### src/rtl/wisc_mem_pkg.sv
// wisc_mem_pkg
// Shared types and default widths for the WISC-15 unified memory arbiter.
//   state_e : arbiter transaction sequencer states
//   owner_e : which requester owns the transaction in flight
//   WISC_ADDR_W / WISC_DATA_W : default address and data widths
package wisc_mem_pkg;

   localparam int WISC_ADDR_W = 16;
   localparam int WISC_DATA_W = 16;

   typedef enum logic [2:0] {
      IDLE,
      ISSUE,
      WAIT,
      RESP,
      HALTED
   } state_e;

   typedef enum logic {
      OWN_IF,
      OWN_D
   } owner_e;

endpackage

### src/rtl/wisc_mem_lat_timer.sv
// wisc_mem_lat_timer
// Down-counter that times the fixed memory read latency.
// Ports:
//   clk, rst  : clock and synchronous active-high reset
//   load      : load the counter with load_val (takes priority over dec)
//   dec       : decrement by one, saturating at zero
//   load_val  : value loaded on load
//   done      : counter is zero
module wisc_mem_lat_timer #(
   parameter int CNT_W = 4
) (
   input  logic             clk,
   input  logic             rst,
   input  logic             load,
   input  logic             dec,
   input  logic [CNT_W-1:0] load_val,
   output logic             done
);

   logic [CNT_W-1:0] cnt_q;
   logic [CNT_W-1:0] cnt_d;

   // Next count: a load restarts the interval, otherwise count down and park at zero.
   always_comb begin
      cnt_d = cnt_q;
      if (load) begin
         cnt_d = load_val;
      end else if (dec && (cnt_q != '0)) begin
         cnt_d = cnt_q - 1'b1;
      end
   end

   // Counter register.
   always_ff @(posedge clk) begin
      if (rst) begin
         cnt_q <= '0;
      end else begin
         cnt_q <= cnt_d;
      end
   end

   assign done = (cnt_q == '0);

endmodule

### src/rtl/wisc_mem_arbiter.sv
// wisc_mem_arbiter
// Shares one single-port fixed-latency memory between instruction fetch and
// the data (lw/sw) stage. Each transaction walks IDLE -> ISSUE -> WAIT -> RESP;
// a decoded hlt drains outstanding work and parks the arbiter in HALTED.
// Build option: define WISC_MEM_ARB_FAIR_EN to bound how many consecutive data
// grants can starve a waiting fetch (STREAK_MAX); otherwise data always wins.
// Ports:
//   clk, rst                      : clock, synchronous active-high reset
//   if_req/if_addr/if_ack/if_rdata: fetch requester handshake
//   d_req/d_we/d_addr/d_wdata     : data requester request
//   d_ack/d_rdata                 : data requester response
//   if_stall, d_stall             : pipeline stall qualifiers (combinational)
//   halt, halted                  : halt-drain handshake
//   mem_en/mem_we/mem_addr/mem_wdata/mem_rdata : memory port
module wisc_mem_arbiter
   import wisc_mem_pkg::*;
#(
   parameter int ADDR_W     = WISC_ADDR_W,
   parameter int DATA_W     = WISC_DATA_W,
   parameter int MEM_LAT    = 4,
   parameter int STREAK_MAX = 4
) (
   input  logic              clk,
   input  logic              rst,
   input  logic              if_req,
   input  logic [ADDR_W-1:0] if_addr,
   output logic              if_ack,
   output logic [DATA_W-1:0] if_rdata,
   input  logic              d_req,
   input  logic              d_we,
   input  logic [ADDR_W-1:0] d_addr,
   input  logic [DATA_W-1:0] d_wdata,
   output logic              d_ack,
   output logic [DATA_W-1:0] d_rdata,
   output logic              if_stall,
   output logic              d_stall,
   input  logic              halt,
   output logic              halted,
   output logic              mem_en,
   output logic              mem_we,
   output logic [ADDR_W-1:0] mem_addr,
   output logic [DATA_W-1:0] mem_wdata,
   input  logic [DATA_W-1:0] mem_rdata
);

   localparam int               CNT_W    = 4;
   localparam logic [CNT_W-1:0] LAT_LOAD = CNT_W'(MEM_LAT - 1);

   if (MEM_LAT < 1 || MEM_LAT > 15 || STREAK_MAX < 1) begin : g_param_check
      $error("wisc_mem_arbiter: MEM_LAT must be 1..15 and STREAK_MAX at least 1");
   end

   state_e            state_q, state_d;
   owner_e            owner_q, owner_d;
   logic              we_q, we_d;
   logic              mem_en_q, mem_en_d;
   logic              mem_we_q, mem_we_d;
   logic [ADDR_W-1:0] mem_addr_q, mem_addr_d;
   logic [DATA_W-1:0] mem_wdata_q, mem_wdata_d;
   logic              if_ack_q, if_ack_d;
   logic              d_ack_q, d_ack_d;
   logic [DATA_W-1:0] if_rdata_q, if_rdata_d;
   logic [DATA_W-1:0] d_rdata_q, d_rdata_d;
   logic              halted_q, halted_d;
   logic              timer_load, timer_dec, timer_done;
   logic              grant_if, grant_d, fetch_first;

`ifdef WISC_MEM_ARB_FAIR_EN
   localparam int STREAK_W = $clog2(STREAK_MAX + 1);
   logic [STREAK_W-1:0] streak_q, streak_d;

   // Fetch jumps the queue once data has won STREAK_MAX times in a row over it.
   assign fetch_first = (streak_q == STREAK_W'(STREAK_MAX)) && d_req && if_req && !halt;
`else
   assign fetch_first = 1'b0;
`endif

   wisc_mem_lat_timer #(
      .CNT_W(CNT_W)
   ) u_lat_timer (
      .clk     (clk),
      .rst     (rst),
      .load    (timer_load),
      .dec     (timer_dec),
      .load_val(LAT_LOAD),
      .done    (timer_done)
   );

   // Sequencer next-state and registered-output logic. Memory-port and ack
   // outputs are computed for the state being entered so they line up with it.
   always_comb begin
      state_d     = state_q;
      owner_d     = owner_q;
      we_d        = we_q;
      mem_en_d    = 1'b0;
      mem_we_d    = 1'b0;
      mem_addr_d  = mem_addr_q;
      mem_wdata_d = mem_wdata_q;
      if_ack_d    = 1'b0;
      d_ack_d     = 1'b0;
      if_rdata_d  = if_rdata_q;
      d_rdata_d   = d_rdata_q;
      halted_d    = 1'b0;
      timer_load  = 1'b0;
      timer_dec   = 1'b0;
      grant_if    = 1'b0;
      grant_d     = 1'b0;

      case (state_q)
         IDLE: begin
            // halt only blocks new fetches; a pending store/load still drains.
            if (fetch_first) begin
               grant_if = 1'b1;
            end else if (d_req) begin
               grant_d = 1'b1;
            end else if (if_req && !halt) begin
               grant_if = 1'b1;
            end else if (halt) begin
               state_d  = HALTED;
               halted_d = 1'b1;
            end

            if (grant_d) begin
               state_d     = ISSUE;
               owner_d     = OWN_D;
               we_d        = d_we;
               mem_en_d    = 1'b1;
               mem_we_d    = d_we;
               mem_addr_d  = d_addr;
               mem_wdata_d = d_wdata;
            end else if (grant_if) begin
               state_d    = ISSUE;
               owner_d    = OWN_IF;
               we_d       = 1'b0;
               mem_en_d   = 1'b1;
               mem_addr_d = if_addr;
            end
         end
         ISSUE: begin
            state_d    = WAIT;
            timer_load = 1'b1;
         end
         WAIT: begin
            timer_dec = 1'b1;
            if (timer_done) begin
               state_d = RESP;
               if (owner_q == OWN_IF) begin
                  if_ack_d   = 1'b1;
                  if_rdata_d = mem_rdata;
               end else begin
                  d_ack_d = 1'b1;
                  // Stores return nothing useful, so the last load value is kept.
                  if (!we_q) begin
                     d_rdata_d = mem_rdata;
                  end
               end
            end
         end
         RESP: begin
            state_d = IDLE;
         end
         HALTED: begin
            state_d  = HALTED;
            halted_d = 1'b1;
         end
         default: begin
            state_d = IDLE;
         end
      endcase

`ifdef WISC_MEM_ARB_FAIR_EN
      // Streak counts data wins over a waiting fetch; any fetch win or an idle
      // fetch requester resets it. It saturates at STREAK_MAX.
      streak_d = streak_q;
      if (!if_req || grant_if) begin
         streak_d = '0;
      end else if (grant_d && (streak_q != STREAK_W'(STREAK_MAX))) begin
         streak_d = streak_q + 1'b1;
      end
`endif
   end

   // All arbiter state and registered outputs.
   always_ff @(posedge clk) begin
      if (rst) begin
         state_q     <= IDLE;
         owner_q     <= OWN_IF;
         we_q        <= 1'b0;
         mem_en_q    <= 1'b0;
         mem_we_q    <= 1'b0;
         mem_addr_q  <= '0;
         mem_wdata_q <= '0;
         if_ack_q    <= 1'b0;
         d_ack_q     <= 1'b0;
         if_rdata_q  <= '0;
         d_rdata_q   <= '0;
         halted_q    <= 1'b0;
`ifdef WISC_MEM_ARB_FAIR_EN
         streak_q    <= '0;
`endif
      end else begin
         state_q     <= state_d;
         owner_q     <= owner_d;
         we_q        <= we_d;
         mem_en_q    <= mem_en_d;
         mem_we_q    <= mem_we_d;
         mem_addr_q  <= mem_addr_d;
         mem_wdata_q <= mem_wdata_d;
         if_ack_q    <= if_ack_d;
         d_ack_q     <= d_ack_d;
         if_rdata_q  <= if_rdata_d;
         d_rdata_q   <= d_rdata_d;
         halted_q    <= halted_d;
`ifdef WISC_MEM_ARB_FAIR_EN
         streak_q    <= streak_d;
`endif
      end
   end

   assign mem_en    = mem_en_q;
   assign mem_we    = mem_we_q;
   assign mem_addr  = mem_addr_q;
   assign mem_wdata = mem_wdata_q;
   assign if_ack    = if_ack_q;
   assign d_ack     = d_ack_q;
   assign if_rdata  = if_rdata_q;
   assign d_rdata   = d_rdata_q;
   assign halted    = halted_q;
   assign if_stall  = if_req & ~if_ack_q;
   assign d_stall   = d_req & ~d_ack_q;

endmodule

### config.mk
export PLATFORM = sky130hd
export DESIGN_NAME = wisc_mem_arbiter
export DESIGN_NICKNAME = d
export VERILOG_FILES = /design/src/rtl/wisc_mem_pkg.sv /design/src/rtl/wisc_mem_lat_timer.sv /design/src/rtl/wisc_mem_arbiter.sv
export SDC_FILE = /design/constraint.sdc
export NUM_CORES = 1
export LEC_CHECK = 0
export ABC_AREA = 1
export CAP_MARGIN = 25
export CELL_PAD_IN_SITES_DETAIL_PLACEMENT = 0
export CELL_PAD_IN_SITES_GLOBAL_PLACEMENT = 1
export CORE_MARGIN = 1.5
export CORE_UTILIZATION = 29
export DETAILED_ROUTE_END_ITERATION = 12
export PLACE_DENSITY_LB_ADDON = 0.05
export SLEW_MARGIN = 10
export SYNTH_ARGS = -nofsm -noshare
export SYNTH_HDL_FRONTEND = slang
export SYNTH_SLANG_ARGS = --single-unit
### constraint.sdc
create_clock -name clk -period 1.9 [get_ports clk]
set_input_delay 0.285 -clock clk [delete_from_list [all_inputs] [get_ports clk]]
set_output_delay 0.285 -clock clk [all_outputs]
set_load 0.1 [all_outputs]
Yosys cells after proc, flatten, opt, wreduce, memory -nomap -nowiden
Cells that the tools add are included.
{"block": "op_classes", "bitwise_logic": 10, "n_eq_ne": 7, "n_mux": 29, "reduce_logical": 17, "add_sub_neg": 1}
{"operator": "two-way mux 16 bit", "n": 2}
{"operator": "two-way mux 3 bit", "n": 6}
{"operator": "two-way mux 1 bit", "n": 17}
{"operator": "inequality test 4 bit, second input constant", "n": 3}
{"operator": "case mux 3 bit (4 select lines)", "n": 1}
{"operator": "NOT 1 bit", "n": 8}
{"operator": "AND reduction 4 bit", "n": 2}
{"operator": "OR reduction 3 bit", "n": 2}
{"operator": "logical NOT 4 bit", "n": 1}
{"operator": "two-way mux 2 bit", "n": 2}
{"operator": "AND reduction 2 bit", "n": 2}
{"operator": "nonzero test 2 bit", "n": 2}
{"operator": "nonzero test 4 bit", "n": 1}
{"operator": "OR reduction 2 bit", "n": 2}
{"operator": "subtractor 4 x 1 -> 4 bit, second input constant", "n": 1}
{"operator": "equality test 3 x 1 -> 1 bit, second input constant", "n": 1}
{"operator": "equality test 3 x 2 -> 1 bit, second input constant", "n": 1}
{"operator": "equality test 3 bit, second input constant", "n": 1}
{"operator": "logical NOT 3 bit", "n": 1}
{"operator": "AND reduction 3 bit", "n": 1}
{"operator": "AND 1 bit", "n": 2}
{"operator": "logical AND 1 bit", "n": 2}
{"operator": "inequality test 2 bit, second input constant", "n": 1}
{"operator": "case mux 1 bit (2 select lines)", "n": 1}
{"operator": "logical NOT 1 bit", "n": 1}
{"block": "word_totals", "register_bits": 78, "out_inout_bits": 71, "input_bits": 70, "wordCells": 78}

Logic depth before layout (Yosys ltp)
Gate-level depths: netlist (run 1).
{"block": "depth", "ltp_word": 8, "mapped_depth": 9, "mapped_depth_nobuf": 8}

Hierarchy
A second synthesis (run 1) with hierarchy kept.
{"block": "hier_totals", "cells_unflattened": 502, "hier_area_um2": 3570.9}
{"module": "wisc_mem_arbiter", "cells_per_inst": 461, "area_per_inst_um2": 3296.9, "seq_area_each_um2": 1481.4, "n_inst": 1}
{"module": "wisc_mem_lat_timer", "cells_per_inst": 41, "area_per_inst_um2": 274.0, "seq_area_each_um2": 80.1, "n_inst": 1}

Worst setup path after synthesis (run 1)
No wires, ideal clock.
{"block": "synth_path", "kind": "reg-to-output", "startpoint": "register d_ack_q (netlist: d_ack)", "endpoint": "output d_stall", "n_path_buf": 0, "t_required_ps": 1615, "stages_incl_launch_ff": 2, "arrival_ps": 2047, "path_slack_ps": -432, "path_cell_list": "dfxtp_1 nor2_1"}
{"block": "synth_between", "elab_chain_len": 2}
{"item": "start, declared", "line": "wisc_mem_arbiter.sv:61", "source": "logic d_ack_q, d_ack_d;"}
{"item": "start signal, assigned", "line": "wisc_mem_arbiter.sv:210", "source": "d_ack_q <= d_ack_d;"}
{"item": "NOT 1 bit", "line": "wisc_mem_arbiter.sv:230", "source": "assign d_stall = d_req & ~d_ack_q;"}
{"item": "AND 1 bit", "line": "wisc_mem_arbiter.sv:230"}
{"item": "end, declared", "line": "wisc_mem_arbiter.sv:36", "source": "output logic d_stall,"}
Every way passes these cells.

Worst setup path in the final report (run 1)
{"block": "layout_path", "startpoint": "input d_req", "endpoint": "output d_stall"}
{"block": "layout_between", "elab_chain_len": 1}
{"item": "start, declared", "line": "wisc_mem_arbiter.sv:29", "source": "input logic d_req,"}
{"item": "AND 1 bit", "line": "wisc_mem_arbiter.sv:230"}
Every way passes these cells.

==> results of run 1 <==
worst max-delay path, stage by stage:
cell	delay, ns
clkdlybuf4s50_1	0.49
inv_2	0.09
buf_4	0.16
nor2_2	0.12
buf_12	0.19
worst min-delay path by stage:
stage	startpoint	endpoint	slack [ns]
3_3_place_gp	if_rdata[13]	if_rdata[13]	0.47
5_1_grt	if_rdata[0]	if_rdata[0]	0.51
6_report	d_rdata[2]	d_rdata[2]	0.48
4_1_cts	u_lat_timer.cnt_q[2]	u_lat_timer.cnt_q[2]	0.48
3_5_place_dp	d_rdata[2]	d_rdata[2]	0.47
2_1_floorplan	d_wdata[0]	mem_wdata[0]	0.42
flip-flops by register name, indices dropped and copies added (netlist names), 3 cells and up:
signal and cells:
mem_wdata 16, u_lat_timer.cnt_q 4, d_rdata 16, state_q 3, mem_addr 16, if_rdata 16
cell usage in the layout (no fill, tap or decap), drive strengths merged:
cell and n:
nor2 127, nand2 104, buf 82, dfxtp 78, clkdlybuf4s50 69, nand3 40, o21ai 33, inv 33
a21oi 22, clkbuf 12, nor3 4, clkinv 3, nor4 2, nand4 1, ha 1, bufinv 1
final cells by class:
type                       count  area, um^2
timing repair buffer         151        1360
sequential                    78        1560
clock inverter                 4        45.0
multi-input combinational    334        1460
fill                        1150        6000
inverter                      33         129
clock buffer                  12         256
tap                          140         175
power by group through the flow:
stage,Clock (mW),Sequential (mW),Combinational [mW]
final,1.73,1.89,2.08
after global placement,0,1.93,2.09
after CTS,1.81,1.90,2.10
after floorplan,0,2.95,0.554
after global routing,1.87,1.92,2.21
after detailed placement,0,1.93,2.10
synthesized netlist by cell type, drive strengths merged:
master	n	area (um^2)
clkbuf	6	23.8
nand3	40	200
nor4	2	12.5
a21oi	22	110
buf	21	148
nand4	1	6.26
o21ai	33	165
nand2	104	408
dfxtp	78	1560
inv	33	129
ha	1	12.5
nor3	4	20.0
nor2	127	509
cell families after synthesis:
| family | count (synthesis) | share of synthesized area (%) |
|---|---|---|
| compound gates | 55 | 8.33 |
| fa+ha+maj | 1 | 0.378 |
| flops | 78 | 47.2 |
| simple gates | 278 | 35.0 |
| buf+inv | 60 | 9.08 |
metrics by stage:
stage	hold WS, ns	area [um^2]	setup slack, ns	power [mW]	utilization, %
final	0.482	4980	0.281	5.71	45.3
after global routing	0.510	4980	0.112	6.00	45.3
after CTS	0.483	4980	0.262	5.81	45.3
after detailed placement	0.469	4680	0.126	4.03	42.6
after global placement	0.466	4680	0.170	4.02	42.6
after floorplan	0.420	3310	0.0213	3.51	-
metal layers:
layer / wire length [um] / GRT usage (%) / share of wire, % / up-vias
met1: 4180 / 19.7 / 44 / 1466
li1: - / - / - / 1748
met5: 0 / 0 / 0 / -
met4: 157 / 6.22 / 1.6 / 0
met3: 633 / 4.51 / 6.6 / 14
met2: 4570 / 27.8 / 48 / 83
==> metrics, run 1 <==
status=complete, no violations; Flop pwr share=33.2%; combinational share of power=36.5%; Core ar.=11000 um^2; Leak Pwr=2.33 nW; Worst Setup SP=d_req; Worst-Margin Slew=0.427 ns; clk_skew=0.00412 ns; Synth Register Bits=78; Setup crit end=d_stall; Post-CTS Hold Buffers=0; Detailed Route Iter0 Violations=134; area delta synth->final=50.6%; RSZ-0062 raised after global routing=false; Final #Nets=678; CTS resizes=0; WHS Path Cells=2; Synth warnings=0; internal power=3.40 mW; die footprint=12000 um^2; fin crit share=85.2%; initial core utilization=30.1%; FP Rows=38; ANT cells=0; I/O pins=141; dpl cells=736; Total GRT Usage=16.4%; Tmin final=1.62 ns; vias per cell=4.40; number of global-route vias before repair=3123; Die Wd=110 um; via count=3311; # DRC=0; FF-to-FF Start=u_lat_timer.cnt_q[0]; Post-Syn Area=3310 um^2; CTS max path bufs=2; RR Endpoint=if_rdata[0]; crit path kind=primary input to output port; Setup violations, final=0; Startpoint Class=primary input; CTS root buf=clkbuf_16; Mapped Nets=543; routability cong.=0.726; Pre-Repair DR Iteration Count=4; Clock Latency Late Sink=0.34 ns; Max Freq=618 MHz; final hold vios=0; sequential share of the synthesized area=47.2%; clock sinks=78; Net Switching=2.31 mW; clock buffers created by TritonCTS=9; DR WL/cell=12.7 um; antenna-violating nets left=0; H-Tree Depth=3; crit path DAT=1.33 ns; R2R depth=8; Setup crit end kind=output port; antenna violations before repair=0; CTS tree=done; setup_tns=0 ns; pin count of the biggest net entering global routing=36; worst min path class=register to register; Required @ worst endpoint=1.62 ns; PwrDens=1150 nW/um^2; Peak supply drop=531 uV; DP HPWL=6840 um; Port Buffers=140; crit-path max FO=7; post-CTS repair timing setup buffer count=0; Netlist cell types=23; Max-Cap Viols=0; clock network fraction of total power=30.4%; headroom to the max-slew limit=71.5%; R2R Setup Slk=0.31 ns; Sw Ratio=40.5%; Post-Synthesis Cells=472; global-route wire length before repair=15100 um; Total Wirelength=9540 um; CTS clk-pin slew, worst paths=0.06 ns; GR Overflow Total=0; ratio of cells with drive above 1 in the final layout=19.0%; fin cells=752; Syn Area/Cell=7.00 um^2; Die Height=110 um; Final Max Tran Viols=0
Note: power is estimated with default switching activity, not from simulation.
==> run 2: changes to the inputs <==
==> constraint.sdc (replaced) <==
create_clock -name clk -period 1.9 [get_ports clk]
set_input_delay 0.19 -clock clk [delete_from_list [all_inputs] [get_ports clk]]
set_output_delay 0.19 -clock clk [all_outputs]
set_load 0.1 [all_outputs]
==> run 2 against run 1 <==
  * Register-to-register slack lost 0.08 ns
  * Clock skew grew 0.0029 ns
  * Largest power group unchanged
  * Final cell count shrank 0.40%
  * Critical endpoint is now if_rdata[8]
  * Combinational power is essentially flat
  * Largest cell class unchanged
  * Routed wire length shrank 1.8%
  * Critical path depth grew 3
  * Highest routed layer unchanged
  * Global-route usage shrank 0.52 points
  * Hold slack lost 0.040 ns
  * Sequential share of layout area grew 0.29 points
  * Maximum frequency shrank 3.1%
  * Clock power shrank 8%
  * First-iteration DRC count grew 2.2%
==> metrics, run 2 (same netlist as run 1, synthesis figures left out) <==
status=complete, no violations; post-CTS repair timing setup buffer count=0 (unchanged); Peak supply drop=419 uV (-21%); Setup crit end=if_rdata[8]; CTS tree=done; Worst Setup SP=u_lat_timer.cnt_q[0]; fin crit share=87.9% (+2.7 points); H-Tree Depth=3 (unchanged); RSZ-0062 raised after global routing=false; clock buffers created by TritonCTS=9 (unchanged); CTS max path bufs=2 (unchanged); ANT cells=0 (unchanged); CTS root buf=clkbuf_16; Final Max Tran Viols=0 (unchanged); Total Wirelength=9370 um (-1.8%); Core ar.=11000 um^2 (unchanged); most frequent CP cell=nand3_1; Filler cells=1171 (+1.8%); clk_skew=0.00702 ns (+0.00291 ns); Min Hold Slack=0.442 ns (-0.0398 ns); antenna-violating nets left=0 (unchanged); clock sinks=78 (unchanged); antenna violations before repair=0 (unchanged); Reg area=1560 um^2 (unchanged); hold path startpoint=d_wdata[1]; most frequent cells in the layout=119 x nor2_1, 99 x nand2_1, 78 x dfxtp_1, 75 x buf_4, 69 x clkdlybuf4s50_1; R2R Setup Slk=0.23 ns (-0.08 ns); Tmin final=1.67 ns (+0.0522 ns); worst min path class=primary input to register; Required @ worst endpoint=2.12 ns (+0.50 ns); via count=3258 (-1.6%); die footprint=12000 um^2 (unchanged); Pre-Repair DR Iteration Count=4 (unchanged); Port Buffers=140 (unchanged); Clock Latency Late Sink=0.33 ns (about the same); crit path DAT=1.90 ns (+0.57 ns); headroom to the max-slew limit=71.0% (-0.50 points); DP HPWL=6620 um (-3.3%); vias per cell=4.35 (-1.2%); Max-Cap Viols=0 (unchanged); Worst-Margin Slew=0.434 ns (+0.00755 ns); Die Wd=110 um (unchanged); RR Endpoint=if_rdata[8]; Setup violations, final=0 (unchanged); ratio of cells with drive above 1 in the final layout=18.4% (-0.56 points); worst-path cell chain=inv_1, ha_1, nand3_1, nor2_4, buf_12, nand3_1, nand2_1, nor2_1; Post-CTS Hold Buffers=0 (unchanged); crit path kind=register to register; Startpoint Class=register; Leak Pwr=2.30 nW (-1.2%); Final #Nets=675 (-0.44%); GR Overflow Total=0 (unchanged); crit-path max FO=48 (+41); number of global-route vias before repair=2960 (-5.2%); pin count of the biggest net entering global routing=49 (+36%); commonest non-fill, non-tap cell in the layout=nor2_1; R2R depth=8 (unchanged); CP max stage delay=0.29 ns (-0.20 ns); CTS clk-pin slew, worst paths=0.06 ns (about the same); I/O pins=141 (unchanged); routability cong.=0.740 (+2.0%); final hold vios=0 (unchanged); FF-to-FF Start=u_lat_timer.cnt_q[0]; Detailed Route Iter0 Violations=137 (+2.2%); Die Height=110 um (unchanged); initial core utilization=30.1% (unchanged); # DRC=0 (unchanged); area delta synth->final=49.3%; setup_tns=0 ns (unchanged); Multi-input gate area=1460 um^2 (unchanged); slowest library cell on the worst path=dfxtp_1; Setup crit end kind=register; global-route wire length before repair=14700 um (-2.3%); Total GRT Usage=15.9% (-0.52 points); CTS resizes=0 (unchanged); DR WL/cell=12.5 um (-1.4%); Max Freq=599 MHz (-3.1%); PwrDens=1130 nW/um^2 (-1.8%); FP Rows=38 (unchanged)
run 2: changes by cell type in the layout (fill, tap and decap cells not counted):
cell / delta
buf_4: -3
clkbuf_1: +1
clkinv_2: -1
bufinv_16: -1
clkinv_4: +1
run 2: worst min path at each step:
stage	end	slack [ns]	cells after the start
floorplan	mem_wdata[0]	0.32	2
global placement	if_rdata[13]	0.47	2
detailed placement	d_rdata[3]	0.47	2
CTS	mem_wdata[1]	0.43	3
global route	mem_wdata[2]	0.45	3
finish	mem_wdata[1]	0.44	3
run 2: power breakdown:
group | internal, mW | switching (mW)
combinational | 0.505 | 1.56
sequential | 1.80 | 0.0939
clock | 0.954 | 0.640
run 2: worst max-delay path, delay by kind of cell, from the launching register on:
family / cells / cell delay [ns]
buf+inv: 2 / 0.35
fa+ha+maj: 1 / 0.24
flops: 1 / 0.29
simple gates: 5 / 0.66
run 2: per-layer routing:
layer	wire [um]	share of wire [%]	track usage (%)	up-vias
li1	-	-	-	1735
met1	4330	46	20.2	1432
met2	4430	47	26.4	81
met3	494	5.3	3.02	10
met4	111	1.2	6.12	0
met5	0	0	0	-
run 2: final cells by class:
cell class / instances / area share, %
clock inverter: 3 / 0.380
tap: 140 / 3.55
multi-input combinational: 334 / 29.5
timing repair buffer: 148 / 27.0
sequential: 78 / 31.6
inverter: 33 / 2.61
clock buffer: 13 / 5.27
run 2: through the flow:
| stage | instances | setup WS (ns) | area (um^2) | power (mW) | utilization [%] |
|---|---|---|---|---|---|
| after CTS | 749 | 0.247 | 4930 | 5.64 | 44.9 |
| after global routing | 749 | 0.103 | 4930 | 5.85 | 44.9 |
| after global placement | 733 | 0.254 | 4660 | 4.00 | 42.4 |
| after detailed placement | 733 | 0.173 | 4660 | 4.02 | 42.4 |
| final | 749 | 0.229 | 4930 | 5.56 | 44.9 |
| after floorplan | 472 | 0.116 | 3310 | 3.51 | - |
